==> src/rtl/non_res_div_param.sv <==
// Sequential non-restoring divider: 2W/W -> W quotient + W remainder over a W-bit bus.
// Define NON_RES_DIV_SIGNED_EN for two's-complement operands.
module non_res_div_param #(
  parameter int W = 8
) (
  input  logic         clk,
  input  logic         rst,
  input  logic         begin_div,
  input  logic [W-1:0] in_bus,
  output logic [W-1:0] out_bus,
  output logic         fin,
  output logic         busy,
  output logic         dbz,
  output logic         ovf
);
  localparam logic [3:0] IDLE     = 4'd0;
  localparam logic [3:0] LOAD_HI  = 4'd1;
  localparam logic [3:0] LOAD_LO  = 4'd2;
  localparam logic [3:0] LOAD_DIV = 4'd3;
  localparam logic [3:0] CHECK    = 4'd4;
  localparam logic [3:0] ITER     = 4'd5;
  localparam logic [3:0] CORR     = 4'd6;
  localparam logic [3:0] OUT_Q    = 4'd7;
  localparam logic [3:0] OUT_R    = 4'd8;
  localparam int CW = $clog2(W);

  logic [3:0]     state;
  logic [W-1:0]   hi_r, lo_r, dv_r, q_r, r_r;
  logic [W:0]     rem_r;
  logic [CW-1:0]  cnt;
  logic           err;

  logic [2*W-1:0] dd_mag;
  logic [W-1:0]   dv_mag;
  logic           is_ovf;

`ifdef NON_RES_DIV_SIGNED_EN
  logic           sd_r, sv_r;
  logic [2*W-1:0] ovf_lim;
  assign dd_mag  = hi_r[W-1] ? -{hi_r, lo_r} : {hi_r, lo_r};
  assign dv_mag  = dv_r[W-1] ? -dv_r : dv_r;
  // quotient magnitude must stay below 2^(W-1)
  assign ovf_lim = {{W{1'b0}}, dv_mag} << (W-1);
  assign is_ovf  = dd_mag >= ovf_lim;
`else
  assign dd_mag  = {hi_r, lo_r};
  assign dv_mag  = dv_r;
  assign is_ovf  = hi_r >= dv_r;
`endif

  // One non-restoring step; wrap in W+1 bits is safe since the result lies in [-d, d).
  logic [W:0] sh, nrem, rfin;
  assign sh   = {rem_r[W-1:0], lo_r[W-1]};
  assign nrem = rem_r[W] ? sh + {1'b0, dv_r} : sh - {1'b0, dv_r};
  assign rfin = rem_r[W] ? rem_r + {1'b0, dv_r} : rem_r;

  always_ff @(posedge clk or posedge rst) begin
    if (rst) begin
      state <= IDLE;
      hi_r  <= '0;
      lo_r  <= '0;
      dv_r  <= '0;
      q_r   <= '0;
      r_r   <= '0;
      rem_r <= '0;
      cnt   <= '0;
      err   <= 1'b0;
      dbz   <= 1'b0;
      ovf   <= 1'b0;
`ifdef NON_RES_DIV_SIGNED_EN
      sd_r  <= 1'b0;
      sv_r  <= 1'b0;
`endif
    end else begin
      case (state)
        IDLE: if (begin_div) begin
          dbz   <= 1'b0;
          ovf   <= 1'b0;
          state <= LOAD_HI;
        end
        LOAD_HI:  begin hi_r <= in_bus; state <= LOAD_LO;  end
        LOAD_LO:  begin lo_r <= in_bus; state <= LOAD_DIV; end
        LOAD_DIV: begin dv_r <= in_bus; state <= CHECK;    end
        CHECK: begin
          // error results are settled here; they pass through CORR untouched
          if (dv_r == '0) begin
            dbz   <= 1'b1;
            err   <= 1'b1;
            q_r   <= '1;
            r_r   <= lo_r;
            state <= CORR;
          end else if (is_ovf) begin
            ovf   <= 1'b1;
            err   <= 1'b1;
            q_r   <= '1;
            r_r   <= '0;
            state <= CORR;
          end else begin
            err   <= 1'b0;
            rem_r <= {1'b0, dd_mag[2*W-1:W]};
            lo_r  <= dd_mag[W-1:0];
            dv_r  <= dv_mag;
            cnt   <= '0;
`ifdef NON_RES_DIV_SIGNED_EN
            sd_r  <= hi_r[W-1];
            sv_r  <= dv_r[W-1];
`endif
            state <= ITER;
          end
        end
        ITER: begin
          rem_r <= nrem;
          lo_r  <= {lo_r[W-2:0], ~nrem[W]};
          cnt   <= cnt + 1'b1;
          if (cnt == CW'(W-1)) state <= CORR;
        end
        CORR: begin
          if (!err) begin
`ifdef NON_RES_DIV_SIGNED_EN
            q_r <= (sd_r ^ sv_r) ? -lo_r : lo_r;
            r_r <= sd_r ? -rfin[W-1:0] : rfin[W-1:0];
`else
            q_r <= lo_r;
            r_r <= rfin[W-1:0];
`endif
          end
          state <= OUT_Q;
        end
        OUT_Q:   state <= OUT_R;
        OUT_R:   state <= IDLE;
        default: state <= IDLE;
      endcase
    end
  end

  always_comb begin
    out_bus = '0;
    fin     = 1'b0;
    if (state == OUT_Q) begin
      out_bus = q_r;
      fin     = 1'b1;
    end else if (state == OUT_R) begin
      out_bus = r_r;
      fin     = 1'b1;
    end
  end

  assign busy = (state != IDLE);

endmodule

==> config.mk <==
export PLATFORM = sky130hd
export DESIGN_NAME = non_res_div_param
export DESIGN_NICKNAME = d
export VERILOG_FILES = /design/src/rtl/non_res_div_param.sv
export SDC_FILE = /design/constraint.sdc
export NUM_CORES = 1
export LEC_CHECK = 0
export ABC_AREA = 1
export CAP_MARGIN = 0
export CORE_MARGIN = 2
export CORE_UTILIZATION = 62
export CTS_BUF_LIST = sky130_fd_sc_hd__clkbuf_4
export CTS_CLUSTER_DIAMETER = 150
export DETAILED_ROUTE_END_ITERATION = 16
export HOLD_SLACK_MARGIN = 0.12
export PLACE_DENSITY = 0.83
export SLEW_MARGIN = 15
export SYNTH_ARGS = -nofsm -noshare
export SYNTH_HDL_FRONTEND = slang
export SYNTH_SLANG_ARGS = --single-unit
==> constraint.sdc <==
create_clock -name clk -period 2.7 [get_ports clk]
set_input_delay 0.27 -clock clk [delete_from_list [all_inputs] [get_ports clk]]
set_output_delay 0.27 -clock clk [all_outputs]
set_load 0.01 [all_outputs]
# After elaboration in Yosys (flattened, before gate mapping)
# Index checks and enable logic that the tools add are counted.
# W data, S select, Z words.
dict set report totals {
  ff_bits 59
}
dict set report op_classes {
  bitwise_logic 1
  n_lt_le_gt_ge 1
  n_eq_ne 17
  n_reduce_logical 12
  n_addsub 4
  mux 34
}
# operator count
set op_table {}
lappend op_table {{$mux W8} 9}
lappend op_table {{$pmux W8 S2} 3}
lappend op_table {{$pmux W4 S8} 1}
lappend op_table {{$mux W9} 3}
lappend op_table {{$pmux W9 S2} 1}
lappend op_table {{$eq A4 B3 Y1 const B} 4}
lappend op_table {{$ne A2 B2 Y1 const B} 7}
lappend op_table {{$add A9 B8 Y9} 1}
lappend op_table {{$reduce_and A3 Y1} 3}
lappend op_table {{$sub A9 B8 Y9} 1}
lappend op_table {{$add A8 B8 Y8} 1}
lappend op_table {{$eq A4 B2 Y1 const B} 2}
lappend op_table {{$ge A8 B8 Y1} 1}
lappend op_table {{$logic_not A8 Y1} 1}
lappend op_table {{$mux W1} 8}
lappend op_table {{$mux W4} 2}
lappend op_table {{$reduce_bool A2 Y1} 4}
lappend op_table {{$mux W3} 2}
lappend op_table {{$pmux W3 S2} 1}
lappend op_table {{$eq A4 B1 Y1 const B} 1}
lappend op_table {{$eq A4 B4 Y1 const B} 1}
lappend op_table {{$logic_not A4 Y1} 1}
lappend op_table {{$mux W2} 2}
lappend op_table {{$pmux W1 S2} 2}
lappend op_table {{other kinds (7)} 7}

# Depth between registers and ports, before layout
# Gate-level depths: netlist of the first run.
dict set report logic_depth {
  word_depth 4
  mapped_depth 17
}

# Worst setup path before layout of the first run
# No wires, ideal clock.
dict set report synth_timing {
  path_type {flip-flop to flip-flop}
  start {register dv_r[1], in the netlist dv_mag[1]}
  end {register rem_r[7]}
  arrival_time_ns 2.225
  path_slack_ns 0.359
  path_stages_with_launch 16
  synth_period_minus_slack_ns 2.341
  required_ns 2.584
  path_cell_list {dfrtp_1 inv_1 ha_1 nand2_2 nor2_2 nand2_1 o21ai_0 xor2_1 ha_1 a21oi_1 a21boi_0 nand3b_1 nand3_1 nand2_1 nand2_1 nand2_1}
}
dict set report synth_via {
  elab_chain_len 3
}
# element line
set synth_rtl {}
lappend synth_rtl {{start: declaration} 28} ;# logic [W-1:0] hi_r, lo_r, dv_r, q_r, r_r;
lappend synth_rtl {{start signal: assignment} 102} ;# dv_r <= dv_mag;
lappend synth_rtl {{$sub A9 B8 Y9 (tied with other cells)} 54} ;# assign nrem = rem_r[W] ? sh + {1'b0, dv_r} : sh - {1'b0, dv_r};
lappend synth_rtl {{$mux W9 / $ne A2 B2 Y1 (equally long branches)} -}
lappend synth_rtl {{$pmux W9 S2 / $reduce_and A3 Y1 (equally long branches)} -}
lappend synth_rtl {{end signal: assignment} 100} ;# rem_r <= {1'b0, dd_mag[2*W-1:W]};
lappend synth_rtl {{end signal: assignment} 112} ;# rem_r <= nrem;
lappend synth_rtl {{end: declaration} 29} ;# logic [W:0] rem_r;
# Several ways; a longest one is shown, not always the timed one.
# A chain may end at the register's enable or synchronous reset.

# Final worst setup path of the first run
dict set report layout_timing {
  start {register state[3]}
  end {output port out_bus[7]}
}
dict set report layout_via {
  elab_chain_len 3
}
# element line
set layout_rtl {}
lappend layout_rtl {{start: declaration} 27} ;# logic [3:0] state;
lappend layout_rtl {{start signal: assignment} 59} ;# state <= IDLE;
lappend layout_rtl {{start signal: assignment} 79} ;# state <= LOAD_HI;
lappend layout_rtl {{start signal: assignment} 81} ;# LOAD_HI: begin hi_r <= in_bus; state <= LOAD_LO; end
lappend layout_rtl {{$eq A4 B4 Y1} 142} ;# end else if (state == OUT_R) begin
lappend layout_rtl {{$mux W8} 142}
lappend layout_rtl {{$mux W8 *} 139} ;# if (state == OUT_Q) begin
lappend layout_rtl {{end: declaration} 10} ;# output logic [W-1:0] out_bus,
# Mark *: on every way between the ends. The rest lies on a longest branch, timed or not.

==> metrics.csv, run 1 <==
metric,value,unit
Detail Placement HPWL,7280,um
Site Rows,28,
TritonCTS Buffers,9,
# DRC,0,
worst path bufs/invs,2,
core box area,0.00599,mm^2
"count leader, synth",nand2_1,
synth top area cells,"dfrtp_1 38%, nand2_1 15%, ha_1 8.4%",
Antenna Violating Nets Remaining,0,
DR top layer,met4,
WL met3,623,um
Worst EP required,2.43,ns
share of cells above drive strength 1,8.53,%
largest area contributor in the netlist,dfrtp_1,
root buf cell,clkbuf_4,
Final Hold Vio Count,0,
Chip Height,83.1,um
first-pass GRT wire length,16200,um
clock buffer depth,2,
final WL,9520,um
maximum clock rate,0.392,GHz
# diodes,0,
global placement routability congestion,0.991,
startpoint types,flip-flop,
H-tree Lvls,3,
CP Cell Sequence,"nor2_4, inv_1, nor2_2, nand2_1, o21ai_0, clkdlybuf4s50_1",
"Avg Cell Area, Syn",7.47,um^2
Total GRT Usage,29.3,%
CTS Sinks,59,
Placed Area,0.00415,mm^2
share of the synthesized area in the top cell type,38.1,%
worst-margin pin slew,0.645,ns
syn nets,558,
largest net degree at the start of global routing,32,
Top Family by Delay on Critical Path,buffers and inverters,
Worst EP arrival,2.28,ns
Setup-failing EPs final,0,
DIE AREA,0.00690,mm^2
Worst Setup Path Type,reg2out,
Initial DRC Count,251,
final core occ,72.5,%
gr ovfl total,0,
crit end category,primary output,
number of max-cap violations,0,
top_reg_cell synth,dfrtp_1,
# IOs,23,
synthesized area,0.00388,mm^2
first-pass iteration count of the detailed router,7,
crit path max-delay cell type,clkdlybuf4s50_1,
Synth Warn #,0,
vias in the first global route,3513,
Post-synth EDFFs,0,
Synth-to-Final Area Change,12.1,%
Die W,83.1,um
post-route setup TNS,0,ns
design area,0.00435,mm^2
worst r2r src,dv_mag[1]$_DFFE_PP0N_,
"FFs w/ async S/R, synth",100,%
outcome,"finished, final reports clean",
Worst Path Max Fanout,9,
fin crit share,94.5,%
TritonCTS clock tree,built,
synthesized instance count,519,
Buffers on Ports,22,
min-delay worst type,in2async,
leakage,2.29,nW
Worst Skew,0.0114,ns
pins over their slew limit,0,
minimum clock period,2.55,ns
final hold slack,0.257,ns
Max IR drop VDD,0.807,mV
"Clk pin slew, worst setup/hold paths",0.11,ns
routed len/inst,15.2,um
Post-synth top cells,"152 x nand2_1, 66 x inv_1, 59 x dfrtp_1, 52 x o21ai_0, 45 x nor2_1",
Reg2Reg Depth,15,
# nets final,585,
Initial Utilization,64.7,%
CTS Hold Bufs,0,
Seq cells post-synth,59,
"Distinct cells, synth",39,
r2r setup slk,0.20,ns
total power divided by cell area,1370,mW/mm^2
vias,3555,
crit-path max cell delay,0.58,ns
RR Endpoint,rem_r[7]$_DFFE_PP0P_,
post-place setup slack,0.112,ns
sequential area share after synthesis,38.1,%
final worst slack,0.147,ns
initial antenna violation count,0,
clk_lat worst skew,0.41,ns
Vias/cell,5.68,
Met1 Routed Length,4240,um
met2 wire len,4480,um
normalized max-slew margin,56.9,%
## worst register-to-register path: cells and delay by family, from the launching register on
kind / cells / cell delay, ns
AO/OA/AOI/OAI: 3 / 0.54
AND/OR/NAND/NOR: 8 / 0.64
flip-flops: 1 / 0.43
buffers and inverters: 1 / 0.11
XOR/XNOR: 1 / 0.19
adder cells (fa/ha/maj): 2 / 0.50
## cell families after synthesis
kind of cell | synth area share [%]
xor gates and xnor gates | 2.48
buffers and inverters | 9.26
DFF | 38.1
and+or+nand+nor | 27.5
AOI/OAI and AO/OA | 12.2
adders and majority gates | 9.42
muxes | 1.03
## where the power goes
group / total (mW) / switching [mW] / internal (mW) / leakage [nW]
combinational: 3.41 / 2.10 / 1.31 / 1.47
sequential: 1.70 / 0.420 / 1.28 / 0.722
clock: 0.824 / 0.357 / 0.467 / 0.0940
## timing repair
action	4_1_cts	5_1_grt
endpoints found under the hold margin	0	0
endpoints found under the setup margin	0	9
resized for setup	0	5
setup buffers	0	1
## state kept, by name (all words and copies together) (netlist names)
signal and count:
err 1, hi_r 8, rem_r 9, dv_mag 8, dbz 1, state 4, q_r 8, ovf 1
r_r 8, lo_r 8, cnt 3
## layout make-up
| class | count | area [um^2] |
|---|---|---|
| Clock buffer | 9 | 67.6 |
| Timing Repair Buffer | 27 | 270 |
| Clock inverter | 7 | 115 |
| Sequential cell | 59 | 1480 |
| Fill cell | 469 | 1650 |
| Multi-Input combinational cell | 377 | 2050 |
| Inverter | 72 | 274 |
| Tap cell | 75 | 93.8 |
## worst max-delay path by stage
stage                           end  cells past startpoint  slack (ns)                  start
5_1_grt        rem_r[7]$_DFFE_PP0P_                     15       -0.01  dv_mag[1]$_DFFE_PP0N_
6_report                 out_bus[7]                      6        0.15   state[3]$_DFFE_PP0P_
2_1_floorplan  rem_r[7]$_DFFE_PP0P_                     15        0.36  dv_mag[1]$_DFFE_PP0N_
4_1_cts        rem_r[7]$_DFFE_PP0P_                     15        0.08  dv_mag[1]$_DFFE_PP0N_
3_5_place_dp   rem_r[7]$_DFFE_PP0P_                     15        0.11  dv_mag[1]$_DFFE_PP0N_
3_3_place_gp   rem_r[7]$_DFFE_PP0P_                     15        0.22  dv_mag[1]$_DFFE_PP0N_
## layer usage
metal  vias up  track usage (%)
met1      1672             39.0
met4         0             8.94
met3        22             5.47
met2       132             48.8
li1       1729                -
met5         -                0
## layout by cell type (no fill, tap or decap), types with 4 or more instances in the layout
| master | count |
|---|---|
| ha_1 | 26 |
| nand3_1 | 27 |
| nand2_1 | 152 |
| buf_4 | 4 |
| a21oi_1 | 13 |
| nor2_2 | 6 |
| clkdlybuf4s50_1 | 22 |
| clkbuf_4 | 9 |
| mux2i_1 | 4 |
| o221ai_1 | 4 |
| nand2_4 | 4 |
| inv_1 | 64 |
| o21ai_1 | 5 |
| nor2_1 | 45 |
| inv_2 | 6 |
| xor2_1 | 11 |
| o21ai_0 | 51 |
| dfrtp_1 | 58 |
## metrics by stage
stage / power (mW) / std cells
CTS: 5.86 / 625
detailed placement: 5.02 / 609
global route: 6.53 / 626
floorplan: 4.23 / 519
finish: 5.94 / 626
global placement: 4.89 / 609
(Power assumes the default switching activity.)
==> inputs of run 2 (changes only) <==
--- a/config.mk
+++ b/config.mk
@@ -5,15 +5,17 @@
 export SDC_FILE = /design/constraint.sdc
 export NUM_CORES = 1
 export LEC_CHECK = 0
-export ABC_AREA = 1
+export ABC_AREA = 0
 export CAP_MARGIN = 0
+export CELL_PAD_IN_SITES_DETAIL_PLACEMENT = 0
+export CELL_PAD_IN_SITES_GLOBAL_PLACEMENT = 1
 export CORE_MARGIN = 2
-export CORE_UTILIZATION = 62
+export CORE_UTILIZATION = 48
 export CTS_BUF_LIST = sky130_fd_sc_hd__clkbuf_4
 export CTS_CLUSTER_DIAMETER = 150
 export DETAILED_ROUTE_END_ITERATION = 16
 export HOLD_SLACK_MARGIN = 0.12
-export PLACE_DENSITY = 0.83
+export PLACE_DENSITY_LB_ADDON = 0.1
 export SLEW_MARGIN = 15
 export SYNTH_ARGS = -nofsm -noshare
 export SYNTH_HDL_FRONTEND = slang
==> constraint.sdc (replaced) <==
create_clock -name clk -period 2.7 [get_ports clk]
set_input_delay 0.27 -clock clk [delete_from_list [all_inputs] [get_ports clk]]
set_output_delay 0.27 -clock clk [all_outputs]
set_load 0.1 [all_outputs]
==> run 2 against run 1 <==
- non-clock buffer count rose by 13
- maximum frequency increased by 1.6%
- first-iteration DRC count fell by 41%
- area after synthesis decreased by 4.2%
==> metrics.csv, run 2 <==
metric,value,unit
initial antenna violation count,0,
Chip Height,92.0,um
vias,3157,
first-pass GRT wire length,16300,um
Vias/cell,5.76,
synthesized instance count,405,
Detail Placement HPWL,7400,um
"FFs w/ async S/R, synth",100,%
share of cells above drive strength 1,15.5,%
top_reg_cell synth,dfrtp_1,
Biggest register,rem_r,
Seq cells post-synth,59,
sequential area share after synthesis,39.8,%
number of max-cap violations,0,
pins over their slew limit,0,
min-delay worst type,in2async,
Worst Path Max Fanout,4,
Setup-failing EPs final,0,
gr ovfl total,0,
Site Rows,32,
share of the synthesized area in the top cell type,39.8,%
TritonCTS clock tree,built,
"Clk pin slew, worst setup/hold paths",0.11,ns
Reg area,0.00148,mm^2
Post-synth EDFFs,0,
"Distinct cells, synth",49,
root buf cell,clkbuf_4,
most frequent cells in the layout,"59 x dfrtp_1, 58 x nand2_1, 34 x o21ai_0, 31 x a21oi_1, 26 x ha_1",
Final Hold Vio Count,0,
Initial Utilization,48.8,%
RSZ-0062 raised after global routing,no,
maximum clock rate,0.398,GHz
post-route setup TNS,0,ns
clk_lat worst skew,0.40,ns
Initial DRC Count,147,
core box area,0.00761,mm^2
outcome,"finished, final reports clean",
"count leader, synth",dfrtp_1,
clock buffer depth,2,
first-pass iteration count of the detailed router,5,
TritonCTS Buffers,9,
global placement routability congestion,0.897,
area occupied by multi-input gates,0.00209,mm^2
# diodes,0,
synth top area cells,"dfrtp_1 40%, ha_1 8.8%, nand2_1 5.9%",
max FFs per register,9,
Post-synth top cells,"59 x dfrtp_1, 58 x nand2_1, 34 x o21ai_0, 32 x a21oi_1, 26 x ha_1",
# DRC,0,
final WL,9810,um
Antenna Violating Nets Remaining,0,
startpoint types,flip-flop,
DIE AREA,0.00846,mm^2
Buffers on Ports,22,
syn nets,444,
normalized max-slew margin,53.2,%
worst-margin pin slew,0.698,ns
"Avg Cell Area, Syn",9.17,um^2
Total GRT Usage,25.0,%
non-filler instance count after layout,548,
vias in the first global route,3116,
Placed Cells,531,
Synth Warn #,0,
# fillers,709,
fin crit share,93.1,%
"commonest non-fill, non-tap cell in the layout",dfrtp_1,
routed len/inst,17.9,um
Worst EP required,2.98,ns
H-tree Lvls,3,
minimum clock period,2.51,ns
synthesized area,0.00371,mm^2
# IOs,23,
CTS Sinks,59,
Die W,92.0,um
Worst Setup Path Type,reg2reg,
Synth-to-Final Area Change,17.8,%
largest net degree at the start of global routing,28,
# nets final,480,
Worst Skew,0.0154,ns
largest area contributor in the netlist,dfrtp_1,
final hold slack,0.259,ns
crit end category,flip-flop,
Worst EP arrival,2.79,ns
run 2: path summary, 6_finish.rpt:
check                                       from              endpoint  slack (ns)  cells after the start
max in group asynchronous                    rst   lo_r[5]$_DFFE_PP0P_        1.74                      3
min in group clk                       begin_div       dbz$_DFFE_PP0P_        0.48                      2
setup / recovery           dv_mag[1]$_DFFE_PP0N_  rem_r[8]$_DFFE_PP0P_        0.19                     10
hold / removal                               rst    r_r[4]$_DFFE_PP0P_        0.26                      2
setup reg to reg           dv_mag[1]$_DFFE_PP0N_  rem_r[8]$_DFFE_PP0P_        0.19                     10
hold reg to reg                  ovf$_DFFE_PP0P_       ovf$_DFFE_PP0P_        0.50                      2
run 2: final cells by class:
type                            instances  area share [%]
Timing Repair Buffer                   40            10.3
Inverter                               21            1.80
Clock buffer                           10            1.72
Multi-Input combinational cell        310            47.7
Tap cell                              102            2.92
Sequential cell                        59            33.8
Clock inverter                          6            1.83
run 2: through the flow:
stage,utilization (%),area (um^2),setup WS (ns)
2_1_floorplan,-,3720,-0.318
3_3_place_gp,55.2,4200,0.108
3_5_place_dp,55.2,4200,0.0761
4_1_cts,57.3,4360,0.0477
5_1_grt,57.5,4370,0.00901
6_report,57.5,4370,0.188
run 2: layer usage:
layer / wire, um / track usage (%)
met5: 0 / 0
met4: 304 / 11.1
met3: 339 / 3.45
met2: 4310 / 36.6
met1: 4850 / 36.8
run 2: cell families after synthesis:
group / Yosys count / share of synthesized area (%)
AO/OA/AOI/OAI: 122 / 21.1
XOR/XNOR: 18 / 4.25
adder cells (fa/ha/maj): 28 / 9.84
buffers and inverters: 36 / 4.41
flip-flops: 59 / 39.8
multiplexers: 16 / 4.58
AND/OR/NAND/NOR: 126 / 16.1
run 2: repair_timing:
| item | 4_1_cts | 5_1_grt |
|---|---|---|
| endpoints found under the setup margin | 9 | 2 |
| hold buffers | 0 | 0 |
| gates resized for setup | 1 | 2 |
| buffers inserted | 0 | 1 |
run 2: worst max-delay path, stage by stage (launching register included):
cell	delay, ns
dfrtp_1	0.39
inv_1	0.06
ha_1	0.26
mux2_2	0.29
fa_2	0.39
a211oi_1	0.22
o21bai_1	0.12
a21oi_2	0.19
a21oi_1	0.10
xnor2_1	0.15
a22o_1	0.24
Power of run 2 is left out: the tool's default activity adds up to more than one toggle a clock period on the data nets, which glitch-free logic cannot reach.
==> inputs of run 3 (changes only) <==
--- a/config.mk
+++ b/config.mk
@@ -16,6 +16,7 @@
 export DETAILED_ROUTE_END_ITERATION = 16
 export HOLD_SLACK_MARGIN = 0.12
 export PLACE_DENSITY_LB_ADDON = 0.1
+export SKIP_LAST_GASP = 1
 export SLEW_MARGIN = 15
 export SYNTH_ARGS = -nofsm -noshare
 export SYNTH_HDL_FRONTEND = slang
==> results of run 3 <==
Same layout as run 2: the final DEF is identical, and so are final timing and power.
Power of run 3 is left out for the same reason.
